$ cat src/rtl/baud_gen_frac.sv
// Fractional baud-rate generator: oversample, mid-bit and bit-end strobes
// from an integer+fraction clock divisor with carry-spread periods.
module baud_gen_frac #(
    parameter int DIV_W        = 16,
    parameter int FRAC_W       = 4,
    parameter int OVERSAMPLE   = 16,
    parameter int DEF_DIV_INT  = 651,
    parameter int DEF_DIV_FRAC = 0
) (
    input  logic              clk,
    input  logic              rst_n,
    input  logic              en,
    input  logic              div_load,
    input  logic [DIV_W-1:0]  div_int,
    input  logic [FRAC_W-1:0] div_frac,
    output logic              os_tick,
    output logic              mid_tick,
    output logic              baud_tick,
    output logic              cfg_err
);

    localparam int OS_W = $clog2(OVERSAMPLE);
    localparam logic [OS_W-1:0] OS_MID  = OS_W'(OVERSAMPLE / 2 - 1);
    localparam logic [OS_W-1:0] OS_LAST = OS_W'(OVERSAMPLE - 1);

    logic [DIV_W-1:0]  act_int;
    logic [FRAC_W-1:0] act_frac;
    logic [DIV_W-1:0]  cnt;
    logic [FRAC_W-1:0] acc;
    logic              cy;
    logic [OS_W-1:0]   os_cnt;

    logic [DIV_W:0]    last;
    logic              period_end;
    logic [FRAC_W:0]   acc_sum;
    logic              bad_div;

    // Period length is act_int + cy, so the last count is that minus one.
    assign last       = {1'b0, act_int} + {{DIV_W{1'b0}}, cy} - 1'b1;
    assign period_end = ({1'b0, cnt} == last);
    assign acc_sum    = {1'b0, acc} + {1'b0, act_frac};
    assign bad_div    = (div_int < DIV_W'(2));

    always_ff @(posedge clk or negedge rst_n) begin
        if (!rst_n) begin
            act_int   <= DIV_W'(DEF_DIV_INT);
            act_frac  <= FRAC_W'(DEF_DIV_FRAC);
            cnt       <= '0;
            acc       <= '0;
            cy        <= 1'b0;
            os_cnt    <= '0;
            os_tick   <= 1'b0;
            mid_tick  <= 1'b0;
            baud_tick <= 1'b0;
            cfg_err   <= 1'b0;
        end else if (div_load) begin
            act_int   <= bad_div ? DIV_W'(2) : div_int;
            act_frac  <= div_frac;
            cfg_err   <= bad_div;
            cnt       <= '0;
            acc       <= '0;
            cy        <= 1'b0;
            os_cnt    <= '0;
            os_tick   <= 1'b0;
            mid_tick  <= 1'b0;
            baud_tick <= 1'b0;
        end else if (!en) begin
            cnt       <= '0;
            acc       <= '0;
            cy        <= 1'b0;
            os_cnt    <= '0;
            os_tick   <= 1'b0;
            mid_tick  <= 1'b0;
            baud_tick <= 1'b0;
        end else begin
            os_tick   <= period_end;
            mid_tick  <= period_end && (os_cnt == OS_MID);
            baud_tick <= period_end && (os_cnt == OS_LAST);
            if (period_end) begin
                cnt         <= '0;
                {cy, acc}   <= acc_sum;
                os_cnt      <= (os_cnt == OS_LAST) ? '0 : os_cnt + OS_W'(1);
            end else begin
                cnt <= cnt + DIV_W'(1);
            end
        end
    end

endmodule

$ cat config.mk
export PLATFORM = sky130hd
export DESIGN_NAME = baud_gen_frac
export DESIGN_NICKNAME = d
export VERILOG_FILES = /design/src/rtl/baud_gen_frac.sv
export SDC_FILE = /design/constraint.sdc
export NUM_CORES = 1
export LEC_CHECK = 0
export ABC_AREA = 1
export BUFFER_PORTS_ARGS = -buffer_cell sky130_fd_sc_hd__buf_2
export CORE_MARGIN = 10
export CORE_UTILIZATION = 50
export CTS_BUF_LIST = sky130_fd_sc_hd__clkbuf_16
export DETAILED_ROUTE_END_ITERATION = 12
export HOLD_SLACK_MARGIN = 0.12
export PLACE_DENSITY = 0.78
export SETUP_SLACK_MARGIN = 0.05
export SYNTH_ARGS = -nofsm -noshare
export SYNTH_HDL_FRONTEND = slang
export SYNTH_SLANG_ARGS = --single-unit
$ cat constraint.sdc
create_clock -name clk -period 5.4 [get_ports clk]
set_input_delay 1.08 -clock clk [delete_from_list [all_inputs] [get_ports clk]]
set_output_delay 1.08 -clock clk [all_outputs]
set_load 0.005 [all_outputs]
# ---- Yosys cells after proc, flatten, opt, wreduce, memory -nomap -nowiden
# Cells that the tools add are included.
dict set report op_classes {
  add_sub_neg 5
  n_mul 0
  div_mod_pow 0
  n_lt_le_gt_ge 1
  eq_ne 4
  n_shift 0
  muxes 20
  bitwise_logic 0
  n_reduce_logical 2
}
# op count
set ops {}
lappend ops {{$mux W16} 4}
lappend ops {{$mux W4} 7}
lappend ops {{$add A16 B1 Y17} 1}
lappend ops {{$eq A16 B17 Y1} 1}
lappend ops {{$sub A17 B1 Y17 const B} 1}
lappend ops {{$add A16 B1 Y16 const B} 1}
lappend ops {{$lt A16 B2 Y1 const B} 1}
lappend ops {{$mux W1} 9}
lappend ops {{$add A4 B4 Y5} 1}
lappend ops {{$add A4 B1 Y4 const B} 1}
lappend ops {{$eq A4 B3 Y1 const B} 1}
lappend ops {{$eq A4 B4 Y1 const B} 1}
lappend ops {{$ne A3 B1 Y1 const B} 1}
lappend ops {{$logic_and A1 B1 Y1} 2}
dict set report word_totals {
  register_bits 49
  latchBits 0
  mem_bits_rw 0
  mem_bits_ro 0
  inputBits 24
  output_inout_bits 4
  word_cells 42
  n_memories 0
}

# ---- Depth between registers and ports, before layout
# Gate-level depths: netlist of run 1.
dict set report depth {
  depth_word 6
  depth_mapped 17
  ltp_nobuf 17
}

# ---- Worst setup path after synthesis of run 1
# No wires, ideal clock.
dict set report synth_timing {
  kind {register to register}
  from {register act_int[0]}
  to {register acc[0]}
  setup_ns 0.119
  arrival_ns 2.072
  t_required_ns 5.281
  path_slack_ns 3.210
  stages_incl_launch_ff 15
  path_buffers 1
  synth_period_minus_slack_ns 2.190
  path_cell_list {dfstp_2 inv_1 ha_1 ha_1 nand2_2 nand2_1 nand2_1 nand2_1 nand2_1 nand4_1 nor2_2 nand3_2 buf_4 nand3_1 nand2_1}
}
dict set report synth_between {
  elab_chain_len 4
}
# item line
set synth_lines {}
lappend synth_lines {{from (decl)} 26} ;# logic [DIV_W-1:0] act_int;
lappend synth_lines {{from (signal assigned)} 46} ;# act_int <= DIV_W'(DEF_DIV_INT);
lappend synth_lines {{from (signal assigned)} 57} ;# act_int <= bad_div ? DIV_W'(2) : div_int;
lappend synth_lines {{$add A16 B1 Y17} 39} ;# assign last = {1'b0, act_int} + {{DIV_W{1'b0}}, cy} - 1'b1;
lappend synth_lines {{$sub A17 B1 Y17} 39}
lappend synth_lines {{$eq A16 B17 Y1} 40} ;# assign period_end = ({1'b0, cnt} == last);
lappend synth_lines {{$ne A3 B1 Y1 (no line)} n/a}
lappend synth_lines {{to (signal assigned)} 81} ;# {cy, acc} <= acc_sum;
lappend synth_lines {{to (decl)} 29} ;# logic [FRAC_W-1:0] acc;
# Every way passes these cells.
# A chain may end at the register's enable or synchronous reset.

# ---- Final worst setup path of run 1
dict set report layout_timing {
  from {register act_int[0]}
  to {register cnt[12]}
}
dict set report layout_between {
  elab_chain_len 6
}
# item line
set layout_lines {}
lappend layout_lines {{$add A16 B1 Y17} 39}
lappend layout_lines {{$sub A17 B1 Y17} 39}
lappend layout_lines {{$eq A16 B17 Y1} 40}
lappend layout_lines {{$mux W16} 79} ;# if (period_end) begin
lappend layout_lines {{$mux W16} 67} ;# end else if (!en) begin
lappend layout_lines {{$mux W16} 56} ;# end else if (div_load) begin
lappend layout_lines {{to (signal assigned)} 84} ;# cnt <= cnt + DIV_W'(1);
lappend layout_lines {{to (decl)} 28} ;# logic [DIV_W-1:0] cnt;
# Every way passes these cells.

==> flow_metrics.tcl, run 1 <==
set metrics [dict create \
    ys_warn_count 0 \
    start_util 0.520 \
    via_per_inst 5.19 \
    place_inst 532 \
    firstDrtPassIters 4 \
    synth_top_area_cell "dfrtp_1" \
    max_freq_ghz 0.374 \
    final_util 0.576 \
    core_area_um2 5960 \
    yosys.area_share.simple 0.390 \
    synth_top_family_by_area "simple AND/OR/NAND/NOR gates" \
    track_usage 0.150 \
    layout_commonest_cell "nand2_1" \
    outcome "finished, final reports clean" \
    layout_common_cells "nand2_1 (138), nor2_1 (60), inv_1 (45), dfrtp_1 (44), nand3_1 (39)" \
    period_needed_ns 2.68 \
    leakagePower_uw 0.00178 \
    grt_max_degree 50 \
    cts_buffers 5 \
    fin_worst_skew_ns 0.00651 \
    finalHoldViolCount 0 \
    max-cap-violations 0 \
    clk_path_buf_depth 2 \
    tns_ns 0 \
    crit_fanout 17 \
    pre_cts_slack_ns 2.63 \
    n_antenna_cell 0 \
    maxSlewHeadroom 0.282 \
    cts-resized-gates 0 \
    cp-end-kind "register" \
    die-area_um2 9750 \
    die_x_um 98.7 \
    drtIter0Drc 233 \
    antenna_found_initial 0 \
    hp-class "register to register" \
    clock-sinks 49 \
    synthesis.nets 470 \
    grt_pass1_wl_um 12300 \
    worstPathArrival_ns 2.85 \
    synthXorXnorAreaFrac 0.0650 \
    grt_overflow 0 \
    synth_top_area_frac 0.355 \
    criticalPathCategory "register to register" \
    cts-root-buf "clkbuf_16" \
    start_kind "register" \
    rr_worst_depth 13 \
    syn_to_final_growth_pct 10.8 \
    setup_ws_ns 2.72 \
    slew_viol_final 0 \
    holdPathStages 2 \
    worst_slew_pin_slew_ns 1.08 \
    crit_top_cell "nand2_1" \
    yosysSeqAreaShare 0.398 \
    vdd_drop_max_uv 181 \
    wl_per_cell_um 13.2 \
    avgSynthCellArea_um2 7.09 \
    ant_nets 0 \
    critPathSlowestCell "dfstp_2" \
    p_per_area_nw_per_um2 244 \
    path_clk_slew_ns 0.06 \
    syn_area_um2 3100 \
    postSynthCellCount 437 \
    synth_mux_area_frac 0 \
    cts_tree "built" \
    synth_fa_ha_area_frac 0.0388 \
    cts_setup_buffers 0 \
    rows 28 \
    vias 2805 \
    grt_pass1_vias 2671 \
    finalCritPeriodShare 0.496 \
    die_h_um 98.7 \
    io-pin-count 28 \
    routabilityCongestion 0.923 \
    setup_violations 0 \
    portBuffers 27 \
    yosys_register_bits 49 \
    ctsHoldBuffers 0 \
    dp.final_hpwl_um 5550 \
    drc_errors 0 \
    worstPathRequired_ns 5.57 \
    nNetsFinal 497 \
    yosysUniqueCellTypes 29 \
    drive_above_1_share 0.125 \
    stdcell_count 540 \
    synthTopCellsByArea "dfrtp_1 (36%), nand2_1 (17%), nor2_1 (7.3%), nand3_1 (6.3%), inv_1 (5.3%)" \
    area.sequential_um2 1230 \
    worst_path_largest_cell_delay_ns 0.51 \
    wl_um 7110 \
    nFillCells 584 \
    clk_latency_ns 0.29 \
    synth-compound-area-share 0.0388 \
    crit_chain "inv_1 -> ha_1 -> ha_1 -> nand2_2 -> nand2_1 -> nand2_1 -> nand2_1 -> nand2_1 -> nand4_1 -> nor2_2 -> nand3_2 -> nand2_4 -> nor2_1" \
    ctsHtreeMaxLevel 2 \
    rsz0062_at_grt "false" \
    multi_input_area_um2 1650 \
    total_power_uw 839 \
]
==> cells by family after synthesis <==
kind of cell             count (synthesis)
AND/OR/NAND/NOR                        277
adder cells (fa/ha/maj)                  9
AO/OA/AOI/OAI                           24
buffers and inverters                   55
flip-flops                              49
XOR/XNOR                                23
==> flip-flops by register name, summed over array words and instances, names as in the netlist <==
signal,cells
mid_tick,1
acc,4
baud_tick,1
act_frac,4
os_tick,1
cnt,16
act_int,16
os_cnt,4
cfg_err,1
cy,1
==> synth_stat cells <==
cell type and count:
nand2_1 138, nor2_1 60, dfrtp_1 44, inv_1 44, nand3_1 39, o21ai_0 19, xor2_1 16, nand4_1 14
ha_1 8, nor2_2 8, xnor2_1 7, a21oi_1 5, dfstp_2 5, clkbuf_1 4, inv_2 3, nand2_2 3
nand3b_1 3, nor3_1 3, nor4_1 3, nor2_4 2, and2_1 1, buf_1 1, buf_4 1, buf_6 1
clkinv_1 1, fa_1 1, nand2_4 1, nand3_2 1, or2_2 1
==> routing by layer <==
metal  part of all wire  wire length (µm)  GRT usage  vias to the layer above
met5                  0                 0          0                        -
met4              0.022               153     0.0573                        0
met3              0.045               323     0.0265                       11
met2               0.45              3230      0.229                       69
met1               0.48              3410      0.204                     1290
li1                   -                 -          -                     1435
==> metrics by stage <==
stage | cell area [µm²] | hold WS (ns)
2_1_floorplan | 3100 | 0.448
3_3_place_gp | 3290 | 0.472
3_5_place_dp | 3290 | 0.480
4_1_cts | 3430 | 0.490
5_1_grt | 3430 | 0.528
6_report | 3430 | 0.492
==> power by group <==
part           internal (µW)  switching (µW)
Clock                    171             136
Sequential               385            16.9
Combinational           43.4            86.5
Total                    599             239
==> area by class of cell <==
cell class	instances	area share
Multi-Input combinational cell	333	0.480
Sequential cell	49	0.359
Inverter	48	0.0525
Timing Repair Buffer	27	0.0394
Clock buffer	5	0.0364
Tap cell	75	0.0273
Clock inverter	3	0.00510
==> worst paths after layout <==
check | start | end | slack [ns]
worst max-delay path | act_int[0]$_DFFE_PN1P_ | cnt[12]$_DFF_PN0_ | 2.72
min in group asynchronous | rst_n | cfg_err$_DFFE_PN0P_ | 0.99
worst min register to register | act_int[9]$_DFFE_PN1P_ | act_int[9]$_DFFE_PN1P_ | 0.49
max in group asynchronous | rst_n | acc[3]$_DFFE_PN0P_ | 3.75
worst max register to register | act_int[0]$_DFFE_PN1P_ | cnt[12]$_DFF_PN0_ | 2.72
worst min-delay path | act_int[9]$_DFFE_PN1P_ | act_int[9]$_DFFE_PN1P_ | 0.49
==> worst max-delay path, delay by kind of cell, from the launching register on <==
kind / cells / cell delay [ns]
AND/OR/NAND/NOR: 10 / 1.49
buffers and inverters: 1 / 0.04
flip-flops: 1 / 0.51
adder cells (fa/ha/maj): 2 / 0.51
No activity file was read; power rests on OpenSTA's default activity.
==> run 2, diff against run 1 <==
Settings changed: ABC_AREA 1 to 0.
Clock period 5.4 ns to 2.7 ns, I/O delays scaled along.
==> flow_metrics.tcl, run 2 <==
set metrics [dict create \
    die_h_um 96.7 \
    worstPathRequired_ns 2.87 \
    synth_commonest_cells "dfrtp_1 (44), nor2_1 (36), xnor2_1 (18)" \
    crit_path_start "cy$_DFFE_PN0P_" \
    ys_warn_count 0 \
    async_reset_ff_frac 1.00 \
    yosysUniqueCellTypes 57 \
    leakagePower_uw 0.00148 \
    yosysSeqAreaShare 0.420 \
    maxSlewHeadroom 0.558 \
    drtIter0Drc 143 \
    grt_overflow 0 \
    nFillCells 461 \
    ant_nets 0 \
    drc_errors 0 \
    worst_slew_pin_slew_ns 0.661 \
    layout_common_cells "dfrtp_1 (44), buf_2 (27), nor2_1 (25), xnor2_1 (18), buf_4 (18)" \
    period_needed_ns 2.70 \
    synth_edf_count 0 \
    n_antenna_cell 0 \
    r2r_start "cy$_DFFE_PN0P_" \
    grt_max_degree 50 \
    yosys_register_bits 49 \
    rr_worst_depth 10 \
    firstDrtPassIters 4 \
    hp-class "input port to asynchronous set/reset pin" \
    syn_area_um2 2940 \
    setup_violations 2 \
    synth-compound-area-share 0.106 \
    cp-end-kind "register" \
    total_power_uw 1690 \
    routabilityCongestion 0.937 \
    start_util 0.524 \
    rsz0062_at_grt "true" \
    top_regs "act_int: 16 flops, cnt: 16 flops" \
    cts_tree "built" \
    clk_latency_ns 0.29 \
    ctsHoldBuffers 0 \
    synthXorXnorAreaFrac 0.0984 \
    fin_worst_skew_ns 0.00618 \
    via_per_inst 5.89 \
    stdcell_count 403 \
    r2r_setup_slack_ns -0.005 \
    finalCritPeriodShare 1.00 \
    postSynthCellCount 289 \
    path_clk_slew_ns 0.07 \
    area.sequential_um2 1230 \
    cts_buffers 5 \
    multi_input_area_um2 1720 \
    grt_pass1_wl_um 11700 \
    vdd_drop_max_uv 300 \
    ctsHtreeMaxLevel 2 \
    synth_top_family_by_area "simple AND/OR/NAND/NOR gates" \
    wl_per_cell_um 17.1 \
    final_area_um2 3520 \
    vias 2373 \
    syn_to_final_growth_pct 19.7 \
    place_inst 391 \
    nNetsFinal 363 \
    whs_ns 0.232 \
    layout_commonest_cell "dfrtp_1" \
    antenna_found_initial 0 \
    start_kind "register" \
    max_freq_ghz 0.370 \
    synth_top_area_cell "dfrtp_1" \
    synth_mux_area_frac 0.0775 \
    io-pin-count 28 \
    rows 27 \
    ys.flop_type "dfrtp_1" \
    synthesis.nets 322 \
    track_usage 0.146 \
    setup_ws_ns -0.00454 \
    pre_cts_slack_ns -0.126 \
    cts-root-buf "clkbuf_16" \
    core_area_um2 5610 \
    max-cap-violations 0 \
    violations "setup timing" \
    slew_viol_final 0 \
    wl_um 6880 \
    grt_pass1_vias 2412 \
    yosys.area_share.simple 0.215 \
    worstPathArrival_ns 2.88 \
    crit_fanout 8 \
    portBuffers 27 \
    synthTopCellsByArea "dfrtp_1 (37%), mux2_2 (5.4%), xnor2_1 (5.4%), nor2_1 (4.6%), dfstp_2 (4.5%)" \
    p_per_area_nw_per_um2 480 \
    clk_path_buf_depth 2 \
    outcome "finished with violations" \
    yosysMostFrequentCell "dfrtp_1" \
    drive_above_1_share 0.332 \
    r2r_end "cnt[9]$_DFF_PN0_" \
    synth_top_area_frac 0.375 \
    endpoint "cnt[9]$_DFF_PN0_" \
    avgSynthCellArea_um2 10.2 \
    die-area_um2 9340 \
    placed_cell_area_um2 3250 \
    criticalPathCategory "register to register" \
    die_x_um 96.7 \
    clock-sinks 49 \
    synth_fa_ha_area_frac 0.0409 \
    finalHoldViolCount 0 \
    dp.final_hpwl_um 4930 \
]
run 2: cell types whose count changed after synthesis, sizes merged, moves of 7 or more:
cell and change:
nand2 -128, mux2 +14, o21ai -13, xnor2 +11, inv -40, mux2i +7
nor2 -33, nand3 -32
run 2: logic make-up after synthesis:
kind of cell / count (synthesis)
flip-flops: 49
AND/OR/NAND/NOR: 113
AO/OA/AOI/OAI: 42
adder cells (fa/ha/maj): 9
buffers and inverters: 22
XOR/XNOR: 33
multiplexers: 21
run 2: through the flow:
step	utilization	setup TNS, ns
2_1_floorplan	-	0
3_3_place_gp	0.579	-0.105
3_5_place_dp	0.579	-2.35
4_1_cts	0.622	-0.00432
5_1_grt	0.627	-2.07
6_report	0.627	-0.00509
run 2: worst min-delay path by stage:
stage | start | to | cells after the start
floorplan | rst_n | acc[0]$_DFFE_PN0P_ | 0
global placement | cfg_err$_DFFE_PN0P_ | cfg_err$_DFFE_PN0P_ | 2
detailed placement | os_cnt[3]$_DFFE_PN0P_ | mid_tick$_DFF_PN0_ | 1
CTS | rst_n | act_int[11]$_DFFE_PN0P_ | 2
global route | rst_n | act_int[10]$_DFFE_PN0P_ | 2
finish | rst_n | act_int[11]$_DFFE_PN0P_ | 2
run 2: cell type report:
| class | instances | area share |
|---|---|---|
| multi-input cells | 220 | 0.490 |
| clock buffers | 5 | 0.0356 |
| inverters | 7 | 0.00747 |
| clock inverters | 3 | 0.00534 |
| well taps | 72 | 0.0256 |
| flip-flops and latches | 49 | 0.350 |
| repair buffers | 47 | 0.0857 |
run 2: routing by layer:
layer,up-vias,wire [µm],global-route usage
li1,1128,-,-
met1,1171,2990,0.179
met2,63,3410,0.240
met3,11,385,0.0412
met4,0,91,0.0485
met5,-,0,0
run 2: critical path, cell delays in order, from the launching register on:
cell,delay [ns]
dfrtp_1,0.39
inv_2,0.07
ha_4,0.14
ha_4,0.13
or4b_4,0.46
or3_4,0.36
a21oi_4,0.16
o221ai_2,0.14
and4bb_4,0.44
nand2b_4,0.25
nor2_1,0.06
run 2: power by group:
part | total [µW] | switching [µW] | internal (µW)
registers | 814 | 42.5 | 771
clock network | 605 | 265 | 340
logic | 271 | 140 | 131
run 2: what timing repair did:
action | CTS | global route
pin swaps | 20 | 5
resized for setup | 14 | 13
setup buffers | 4 | 0
cloned | 2 | 0
setup endpoints to repair | 24 | 28
